[config.mk]
export PLATFORM = sky130hd
export DESIGN_NAME = rv_byte_packer_flat
export DESIGN_NICKNAME = d
export VERILOG_FILES = /design/src/rtl/rv_byte_packer_if.sv /design/src/rtl/rv_byte_packer.sv /design/src/flat_wrapper.sv
export SDC_FILE = /design/constraint.sdc
export NUM_CORES = 1
export LEC_CHECK = 0
export ABC_AREA = 1
export BUFFER_PORTS_ARGS = -buffer_cell sky130_fd_sc_hd__buf_2
export CAP_MARGIN = 40
export CORE_MARGIN = 2
export CORE_UTILIZATION = 42
export DETAILED_ROUTE_END_ITERATION = 10
export PLACE_DENSITY = 0.66
export SLEW_MARGIN = 0
export SYNTH_ARGS = -nofsm -noshare
export SYNTH_HDL_FRONTEND = slang
export SYNTH_SLANG_ARGS = --single-unit
[constraint.sdc]
create_clock -name clock_port -period 2.8 [get_ports clock_port]
set_input_delay 0.28 -clock clock_port [delete_from_list [all_inputs] [get_ports clock_port]]
set_output_delay 0.28 -clock clock_port [all_outputs]
set_load 0.03 [all_outputs]
[src/rtl/rv_byte_packer_if.sv]
// rv_byte_packer_if: byte-in / word-out ready-valid bundle for the byte packer
interface rv_byte_packer_if #(
  parameter int BYTES_PER_WORD = 4,
  parameter int COUNT_WIDTH    = $clog2(BYTES_PER_WORD) + 1
);
  logic [7:0]                  input_port_data;
  logic                        input_port_valid;
  logic                        input_port_ready;
  logic [8*BYTES_PER_WORD-1:0] output_port_data;
  logic [COUNT_WIDTH-1:0]      output_port_count;
  logic                        output_port_valid;
  logic                        output_port_ready;
  modport master (
    output input_port_data, input_port_valid, output_port_ready,
    input  input_port_ready, output_port_data, output_port_count, output_port_valid
  );
  modport slave (
    input  input_port_data, input_port_valid, output_port_ready,
    output input_port_ready, output_port_data, output_port_count, output_port_valid
  );
endinterface

[src/rtl/rv_byte_packer.sv]
// rv_byte_packer: packs little-endian bytes into words with flush of partial words
module rv_byte_packer #(
  parameter int BYTES_PER_WORD = 4,
  parameter int COUNT_WIDTH    = $clog2(BYTES_PER_WORD) + 1
) (
  input  logic clock_port,
  input  logic reset_port,
  input  logic flush_port,
  rv_byte_packer_if.slave bus
);
  localparam int W = 8 * BYTES_PER_WORD;
  logic [COUNT_WIDTH-1:0] r_idx, r_count, w_n;
  logic [W-1:0]           r_acc, r_data, w_lane, w_merged;
  logic                   r_valid, r_flush_pending;
  logic                   w_out_free, w_ready, w_accept, w_fl, w_complete, w_load;
  always_comb begin
    w_out_free = ~r_valid | bus.output_port_ready;
    w_ready    = reset_port & ~r_flush_pending &
                 ((r_idx != COUNT_WIDTH'(BYTES_PER_WORD - 1)) | w_out_free);
    w_accept   = bus.input_port_valid & w_ready;
    w_fl       = flush_port | r_flush_pending;
    w_complete = w_accept & (r_idx == COUNT_WIDTH'(BYTES_PER_WORD - 1));
    w_n        = r_idx + COUNT_WIDTH'(w_accept);
    w_lane     = {{(W - 8){1'b0}}, bus.input_port_data} << (8 * r_idx);
    w_merged   = r_acc | (w_accept ? w_lane : '0);
    // a completing byte implies out_free, so w_n == BYTES_PER_WORD covers that case
    w_load     = w_complete | (w_fl & w_out_free & (w_n != '0));
  end
  always_ff @(posedge clock_port or negedge reset_port) begin
    if (!reset_port) begin
      r_idx           <= '0;
      r_acc           <= '0;
      r_data          <= '0;
      r_count         <= '0;
      r_valid         <= 1'b0;
      r_flush_pending <= 1'b0;
    end else begin
      r_idx           <= w_load ? '0 : w_n;
      r_acc           <= w_load ? '0 : w_merged;
      r_data          <= w_load ? w_merged : r_data;
      r_count         <= w_load ? w_n : r_count;
      r_valid         <= w_load | (r_valid & ~bus.output_port_ready);
      r_flush_pending <= w_fl & ~w_out_free;
    end
  end
  assign bus.input_port_ready  = w_ready;
  assign bus.output_port_data  = r_data;
  assign bus.output_port_count = r_count;
  assign bus.output_port_valid = r_valid;
endmodule
[src/flat_wrapper.sv]
// flat-port wrapper written by rule: the top's interface ports become plain ports
module rv_byte_packer_flat 
#(
  parameter int BYTES_PER_WORD = 4,
  parameter int COUNT_WIDTH    = $clog2(BYTES_PER_WORD) + 1
)
  (clock_port, reset_port, flush_port, bus_input_port_data, bus_input_port_valid, bus_output_port_ready, bus_input_port_ready, bus_output_port_data, bus_output_port_count, bus_output_port_valid);
  rv_byte_packer_if #(.BYTES_PER_WORD(BYTES_PER_WORD), .COUNT_WIDTH(COUNT_WIDTH)) bus_i ();
  input  logic clock_port;
  input  logic reset_port;
  input  logic flush_port;
  input wire logic [$bits(bus_i.input_port_data)-1:0] bus_input_port_data;
  input wire logic [$bits(bus_i.input_port_valid)-1:0] bus_input_port_valid;
  input wire logic [$bits(bus_i.output_port_ready)-1:0] bus_output_port_ready;
  output wire logic [$bits(bus_i.input_port_ready)-1:0] bus_input_port_ready;
  output wire logic [$bits(bus_i.output_port_data)-1:0] bus_output_port_data;
  output wire logic [$bits(bus_i.output_port_count)-1:0] bus_output_port_count;
  output wire logic [$bits(bus_i.output_port_valid)-1:0] bus_output_port_valid;
  assign bus_i.input_port_data = bus_input_port_data;
  assign bus_i.input_port_valid = bus_input_port_valid;
  assign bus_i.output_port_ready = bus_output_port_ready;
  assign bus_input_port_ready = bus_i.input_port_ready;
  assign bus_output_port_data = bus_i.output_port_data;
  assign bus_output_port_count = bus_i.output_port_count;
  assign bus_output_port_valid = bus_i.output_port_valid;
  rv_byte_packer #(.BYTES_PER_WORD(BYTES_PER_WORD), .COUNT_WIDTH(COUNT_WIDTH)) u_core (.clock_port(clock_port), .reset_port(reset_port), .flush_port(flush_port), .bus(bus_i));
endmodule
# Word-level counts from Yosys, hierarchy flattened

Index checks and enable logic that the tools add are counted.

Register bits after elaboration: 72
Bits of input ports: 13
Output and inout port bits: 37

$add $sub $neg: 1
Equal/unequal tests: 2
Shift operators: 1
Mux-type cells: 3
Bitwise operators: 18
Reduce and logical (&&, ||, !) cells: 1

Operator list:

| cell               | number |
|---|---|
| $mux 32            | 2 |
| $or 32x32->32      | 1 |
| $shl 8x6->32       | 1 |
| $and 1x1->1        | 8 |
| $or 1x1->1         | 5 |
| $not 1->1          | 4 |
| $add 3x1->3        | 1 |
| $eq 3x2->1 const B | 1 |
| $mux 3             | 1 |
| $ne 3x2->1 const B | 1 |
| $reduce_bool 3->1  | 1 |

# Longest topological paths before layout

Gate-level depths: netlist (run 1).

Word-level depth: 10
Depth in mapped cells: 15

# Worst setup path after synthesis (run 1)

No wires, ideal clock.

Path type: flip-flop to flip-flop
Start: register u_core.r_valid, in the netlist u_core.bus.output_port_valid
End: register u_core.r_data[29], in the netlist u_core.bus.output_port_data[29]
Setup time: 0.117 ns
Data arrival time: 2.248 ns
Setup slack: 0.435 ns
Cell stages (with the launch flop): 16
Period minus slack after synthesis: 2.365 ns
Cell sequence: dfrtp_1 inv_1 nor2_2 nand2_2 buf_2 nand2_1 nor2_1 ha_1 ha_1 xnor2_1 nand3_1 nand2_2 nand2_4 buf_6 nand2_1 nand2_1

Cells in the longest elaborated chain, start to end: 9

RTL lines:

| item                   | line                 | source |
|---|---|---|
| start, declared        | rv_byte_packer.sv:14 | `logic r_valid, r_flush_pending;` |
| start signal, assigned | rv_byte_packer.sv:42 | `r_valid <= w_load \| (r_valid & ~bus.output_port_ready);` |
| $not 1->1 (*)          | rv_byte_packer.sv:17 | `w_out_free = ~r_valid \| bus.output_port_ready;` |
| $or 1x1->1 (*)         | rv_byte_packer.sv:17 |  |
| $or 1x1->1             | rv_byte_packer.sv:19 | `((r_idx != COUNT_WIDTH'(BYTES_PER_WORD - 1)) \| w_out_free);` |
| $and 1x1->1            | rv_byte_packer.sv:18 | `w_ready = reset_port & ~r_flush_pending &` |
| $and 1x1->1            | rv_byte_packer.sv:20 | `w_accept = bus.input_port_valid & w_ready;` |
| $add 3x1->3            | rv_byte_packer.sv:23 | `w_n = r_idx + COUNT_WIDTH'(w_accept);` |
| $reduce_bool 3->1      | rv_byte_packer.sv:27 | `w_load = w_complete \| (w_fl & w_out_free & (w_n != '0));` |
| $and 1x1->1            | rv_byte_packer.sv:27 |  |
| $or 1x1->1             | rv_byte_packer.sv:27 |  |
| end signal, assigned   | rv_byte_packer.sv:40 | `r_data <= w_load ? w_merged : r_data;` |
| end, declared          | rv_byte_packer.sv:13 | `logic [W-1:0] r_acc, r_data, w_lane, w_merged;` |

Mark *: on every way between the ends. The rest lies on a longest branch, timed or not.
A chain may end at the register's enable or synchronous reset.

# Final worst setup path (run 1)

Start: register u_core.r_idx[2]
End: register u_core.r_data[12], in the netlist u_core.bus.output_port_data[12]

Cells in the longest elaborated chain, start to end: 8

RTL lines:

| item                   | line                 | source |
|---|---|---|
| start, declared        | rv_byte_packer.sv:12 | `logic [COUNT_WIDTH-1:0] r_idx, r_count, w_n;` |
| start signal, assigned | rv_byte_packer.sv:38 | `r_idx <= w_load ? '0 : w_n;` |
| $ne 3x2->1             | rv_byte_packer.sv:19 |  |
| $or 1x1->1             | rv_byte_packer.sv:19 |  |
| $and 1x1->1            | rv_byte_packer.sv:18 |  |
| $and 1x1->1            | rv_byte_packer.sv:20 |  |
| $add 3x1->3            | rv_byte_packer.sv:23 |  |
| $reduce_bool 3->1      | rv_byte_packer.sv:27 |  |
| $and 1x1->1            | rv_byte_packer.sv:27 |  |
| $or 1x1->1             | rv_byte_packer.sv:27 |  |

Parallel ways exist; a longest one is shown, timed or not.

==> impl_metrics.py, run 1 <==
metrics = {
    "sta": {
        "hold_violations": 0,
        "fin_tns_setup_ps": 0,
        "slew_headroom_pct": 67.8,
        "fin_crit_sh_pct": 87.4,
        "min_period_ps": 2450,
        "setup_slack_ps": 352,
        "fmax_mhz": 408,
        "setup_violations": 0,
        "rsz0062_at_grt": "no",
        "fin_hold_ws_ps": 205,
        "fin_skew_ps": 7.24,
        "finalMaxSlewViolations": 0,
        "tightest_slew_ps": 483,
    },
    "cells_and_area": {
        "multi_input_area_um2": 1390,
        "fin_nets": 483,
        "area_growth_pct": 15.7,
        "postLayoutCoreUtil_pct": 50.1,
        "final-seq-area_um2": 1800,
        "diodes": 0,
        "drive_gt1_share_pct": 24.9,
        "fillCellCount": 799,
    },
    "yosys": {
        "yosysUniqueCellTypes": 18,
        "synth_top_cell_area_share_pct": 50.7,
        "avgSynthCellArea_um2": 8.43,
        "ys_seq_area_share_pct": 50.7,
        "syn_area_um2": 3560,
        "synth_area_leaders": "dfrtp_1, nand2_1, a21oi_2, nand3_1, nand4_1",
        "synth_top_cell_by_area": "dfrtp_1",
        "synth_seq_cells": 72,
        "synth_nets": 437,
        "syn-instance-count": 422,
        "synth_warnings": 0,
    },
    "setup_path": {
        "max_stage_delay_ps": 530,
        "worstPathArrival_ps": 2730,
        "crit_chain": "nor2_4 -> nand2_2 -> nand2_1 -> nor2_1 -> ha_1 -> ha_1 -> xnor2_1 -> nand3_1 -> nand2_2 -> buf_4 -> nand3_1 -> nand2_1",
        "slowest_stage": "dfrtp_1",
        "worst_setup_path_end_kind": "flop",
        "crit_fanout": 36,
        "critical_path_class": "reg2reg",
        "crit_path_start_kind": "flop",
        "ff2ff_setup_slack_ps": 350,
        "cp.required_ps": 3080,
    },
    "power_and_ir_drop": {
        "peakVddDrop_mv": 0.610,
        "p_leak_nw": 2.29,
        "total_power_mw": 4.37,
        "power_density_nw_per_um2": 1060,
    },
    "drt": {
        "drtIter0Drc": 172,
        "vias": 2843,
        "wire_per_inst_um": 13.3,
        "wl_um": 7670,
        "drtPass1Iterations": 4,
        "drc": 0,
        "vias_per_cell": 4.92,
        "drtAntennaViolNets": 0,
    },
    "clock_network": {
        "clock-root-buffer": "clkbuf_8",
        "clkTransAtPathRegs_ps": 70,
        "clock-sinks": 72,
        "cts_max_path_buffers": 2,
        "h-tree-depth": 3,
        "cts_buffers": 9,
        "clk_latency_ps": 340,
        "cts_tree": "yes",
    },
    "floorplanning": {
        "initial_core_util_pct": 43.3,
        "io-pin-count": 50,
        "rows": 33,
        "die_w_um": 96.0,
        "coreArea_um2": 8220,
        "die_y_um": 96.0,
        "dieArea_um2": 9220,
    },
    "global_routing": {
        "grt_pass1_wl_um": 13400,
        "grt_util_met2_pct": 29.1,
        "grt_pass1_vias": 2782,
        "met1_usage_pct": 27.1,
        "grt_use_met3_pct": 3.29,
        "busiest_layer": "met2",
        "grtUsageTotal_pct": 19.0,
        "antenna_found_initial": 0,
        "grt_overflow": 0,
        "grt_max_degree": 61,
    },
    "place": {
        "gp_congestion": 0.849,
        "port_buffers": 49,
        "place_ws_ps": 381,
        "detailed_place_hpwl_um": 5240,
    },
    "run_status": {
        "status": "finished, final reports clean",
    },
    "job": {
        "maxCapViolCount": 0,
    },
    "min_path": {
        "hold_path_class": "in2reg",
    },
}
-- routing by layer --
metal  up-vias  share of wire (%)
met2        44                 47
met3         6                3.0
li1       1446                  -
met1      1347                 49
met5         -                  0
met4         0                1.0
-- power breakdown --
part           leakage, nW  switching (mW)  total, mW  internal (mW)
registers            0.978           0.152       1.52           1.37
clock network        0.115           0.386      0.960          0.575
logic                 1.20            1.35       1.88          0.537
-- cells in the mapped netlist (all sizes together) --
cell and n:
inv 51, dfrtp 72, xnor2 1, a21oi 32, nand2 117, clkbuf 7
buf 19, ha 2, nor2 42, nand4 33, nand3 46
-- logic make-up after synthesis --
logic type      count (synthesis)  synth area share (%)
compound gates                 32                  7.88
flops                          72                  50.7
fa+ha+maj                       2                 0.703
buf+inv                        77                  10.2
xor+xnor                        1                 0.246
simple gates                  238                  30.3
-- layout make-up --
class / instances / share of cell area [%]
clock inverter: 4 / 1.82
multi-input combinational: 273 / 33.8
sequential: 72 / 43.8
inverter: 51 / 4.65
clock buffer: 12 / 4.01
tap: 105 / 3.19
timing repair buffer: 61 / 8.70
-- worst max-delay path, delay by kind of cell (launching register included) --
kind                       cells  cell delay (ps)
DFF                            1              530
adders and majority gates      2              370
xor gates and xnor gates       1              230
buffers and inverters          1              360
and+or+nand+nor                8              880
-- placed cells by master, fill, tap and decap left out, drive strengths merged --
cell type	instances
a21oi	32
buf	60
bufinv	2
clkbuf	12
clkinvlp	2
dfrtp	72
dlygate4sd3	1
ha	2
inv	51
nand2	117
nand3	46
nand4	33
nor2	42
xnor2	1
-- final timing paths --
| check | start | endpoint | depth (start not counted) |
|---|---|---|---|
| setup / recovery | u_core.r_idx[2]$_DFF_PN0_ | u_core.bus.output_port_data[12]$_DFFE_PN0P_ | 12 |
| hold / removal | flush_port | u_core.r_flush_pending$_DFF_PN0_ | 3 |
| setup reg to reg | u_core.r_idx[2]$_DFF_PN0_ | u_core.bus.output_port_data[12]$_DFFE_PN0P_ | 12 |
| hold reg to reg | u_core.bus.output_port_data[19]$_DFFE_PN0P_ | u_core.bus.output_port_data[19]$_DFFE_PN0P_ | 2 |
| max in group asynchronous | reset_port | u_core.r_acc[29]$_DFF_PN0_ | 4 |
| min in group asynchronous | reset_port | u_core.bus.output_port_data[8]$_DFFE_PN0P_ | 3 |
-- per-stage QoR --
stage,instances,area (um2)
2_1_floorplan,422,3560
6_report,578,4120
5_1_grt,578,4120
3_3_place_gp,560,3840
3_5_place_dp,561,3860
4_1_cts,578,4120
-- sequential cells by signal (all words and copies together), names as in the netlist --
name / cells
u_core.bus.output_port_valid: 1
u_core.bus.output_port_data: 32
u_core.r_flush_pending: 1
u_core.r_acc: 32
u_core.bus.output_port_count: 3
u_core.r_idx: 3
-- repair_timing --
action | 4_1_cts | 5_1_grt
setup buffers | 0 | 0
gates resized for setup | 0 | 0
hold buffers | 1 | 0
setup endpoints to repair | 0 | 0
endpoints found under the hold margin | 12 | 0
No activity file was read; power rests on OpenSTA's default activity.
==> run 2: changes to the inputs <==
- SETUP_SLACK_MARGIN: default -> 0.5
==> run 2 against run 1 <==
Compared with the run above:
- final area rose by 2.4%
- first-iteration DRC count rose by 6.4%
- critical endpoint is now u_core.r_idx[2]$_DFF_PN0_
- global-route usage fell by 0.25 points
- critical path depth rose by 2
- sequential power barely moved
- sequential cell count did not move
- largest cell class unchanged
- register-to-register slack improved by 330 ps
- total power rose by 2.0%
- die area did not move
- wire length rose by 3.5%
- clock power fell by 12%
- critical path type is now in2reg
==> impl_metrics.py, run 2 (synthesized netlist as in run 1, its figures left out) <==
metrics = {
    "clock_network": {
        "clk_latency_ps": 350,
        "cts_max_path_buffers": 2,
        "clock-sinks": 72,
        "cts_tree": "yes",
        "clkTransAtPathRegs_ps": 70,
        "h-tree-depth": 3,
        "cts_buffers": 9,
        "clock-root-buffer": "clkbuf_8",
    },
    "sta": {
        "fmax_mhz": 461,
        "fin_skew_ps": 9.48,
        "finalMaxSlewViolations": 0,
        "hold_violations": 0,
        "fin_crit_sh_pct": 77.5,
        "rsz0062_at_grt": "yes",
        "min_period_ps": 2170,
        "tightest_slew_ps": 397,
        "fin_tns_setup_ps": 0,
        "slew_headroom_pct": 73.5,
        "setup_violations": 0,
    },
    "drt": {
        "wire_per_inst_um": 13.6,
        "drc": 0,
        "wl_um": 7940,
        "vias_per_cell": 4.93,
        "drtAntennaViolNets": 0,
        "vias": 2879,
        "drtIter0Drc": 183,
        "drtPass1Iterations": 4,
    },
    "floorplanning": {
        "dieArea_um2": 9220,
        "die_y_um": 96.0,
        "initial_core_util_pct": 43.3,
        "rows": 33,
        "io-pin-count": 50,
        "coreArea_um2": 8220,
        "die_w_um": 96.0,
    },
    "setup_path": {
        "crit_path_start_kind": "input port",
        "rr_worst_depth": 12,
        "max_stage_delay_ps": 530,
        "worst_setup_path_end_kind": "flop",
        "crit_chain": "dlygate4sd3_1 -> buf_2 -> inv_2 -> nor2_4 -> nand2_1 -> nor2_2 -> ha_1 -> ha_2 -> xnor2_2 -> nand3_1 -> nand2_2 -> nand2_4 -> clkbuf_16 -> nor2_1",
        "slowest_stage": "dlygate4sd3_1",
        "timing.rr.end": "u_core.r_idx[2]$_DFF_PN0_",
        "critical_path_class": "in2reg",
        "crit_fanout": 20,
        "cp.required_ps": 3070,
        "worstPathArrival_ps": 2440,
        "r2r-start": "u_core.r_idx[2]$_DFF_PN0_",
        "ff2ff_setup_slack_ps": 680,
    },
    "global_routing": {
        "antenna_found_initial": 0,
        "grt_pass1_vias": 2848,
        "grt_pass1_wl_um": 13300,
        "grtUsageTotal_pct": 18.8,
        "grt_overflow": 0,
        "grt_max_degree": 62,
    },
    "cells_and_area": {
        "fillCellCount": 804,
        "final-seq-area_um2": 1800,
        "fin_nets": 489,
        "layout_commonest_cell": "nand2_1",
        "multi_input_area_um2": 1410,
        "final_cell_mix": "nand2_1, dfrtp_1, buf_2",
        "drive_gt1_share_pct": 27.1,
        "diodes": 0,
        "area_growth_pct": 18.5,
    },
    "power_and_ir_drop": {
        "power_density_nw_per_um2": 1060,
        "p_leak_nw": 2.32,
        "total_power_mw": 4.45,
        "peakVddDrop_mv": 0.479,
    },
    "run_status": {
        "status": "finished, final reports clean",
    },
    "min_path": {
        "min-delay-start": "flush_port",
        "hold_path_class": "in2reg",
        "min_to": "u_core.r_flush_pending$_DFF_PN0_",
        "hold_path_depth": 3,
    },
    "place": {
        "detailed_place_hpwl_um": 5230,
        "gp_congestion": 0.871,
        "port_buffers": 49,
    },
    "job": {
        "maxCapViolCount": 0,
    },
}
-- run 2: area by class of cell --
class / count / share of cell area, %
inverter: 51 / 4.54
clock inverter: 5 / 1.31
clock buffer: 11 / 3.59
multi-input combinational: 273 / 33.3
timing repair buffer: 67 / 11.3
tap: 105 / 3.12
sequential: 72 / 42.8
-- run 2: critical path, delay by kind of cell --
kind	cells	cell delay (ps)
adder cells (fa/ha/maj)	2	360
buffers and inverters	4	950
AND/OR/NAND/NOR	7	660
XOR/XNOR	1	180
-- run 2: through the flow --
step	worst slack (ps)	hold slack [ps]	instance area (um2)	utilization (%)	std cells
global placement	472	489	3850	46.8	560
detailed placement	347	243	3870	47.1	561
global route	504	203	4210	51.3	584
CTS	520	198	4110	50.0	578
floorplan	501	-15.6	3570	-	422
finish	631	202	4210	51.3	584
-- run 2: timing repair --
item                                    in CTS  in global routing
setup buffers                                0                  4
resized for setup                            5                  8
gates cloned                                 0                  2
endpoints found under the setup margin      62                 71
pin swaps                                    0                  3
hold buffers                                 1                  0
endpoints found under the hold margin       11                  0
-- run 2: power breakdown --
group	internal [mW]	switching (mW)	total (mW)
clock network	0.457	0.390	0.847
logic	0.690	1.40	2.09
registers	1.37	0.147	1.52
total	2.52	1.93	4.45
-- run 2: how the worst max path moves through the flow --
stage,startpoint,end,slack (ps),cells past startpoint
final,reset_port,u_core.r_idx[2]$_DFF_PN0_,630,14
after global routing,reset_port,u_core.bus.output_port_data[0]$_DFFE_PN0P_,500,15
after CTS,u_core.r_idx[2]$_DFF_PN0_,u_core.bus.output_port_data[17]$_DFFE_PN0P_,520,12
after detailed placement,u_core.r_idx[2]$_DFF_PN0_,u_core.bus.output_port_count[2]$_DFFE_PN0P_,350,13
after global placement,u_core.r_idx[2]$_DFF_PN0_,u_core.bus.output_port_count[2]$_DFFE_PN0P_,470,13
after floorplan,u_core.r_idx[2]$_DFF_PN0_,u_core.bus.output_port_data[29]$_DFFE_PN0P_,500,15
-- run 2: per-layer routing --
layer	vias to the layer above	GRT usage, %	share of wire (%)
met4	0	6.55	1.2
met1	1372	24.7	47
li1	1455	-	-
met2	44	30.6	49
met3	8	4.07	3.5
met5	-	0	0
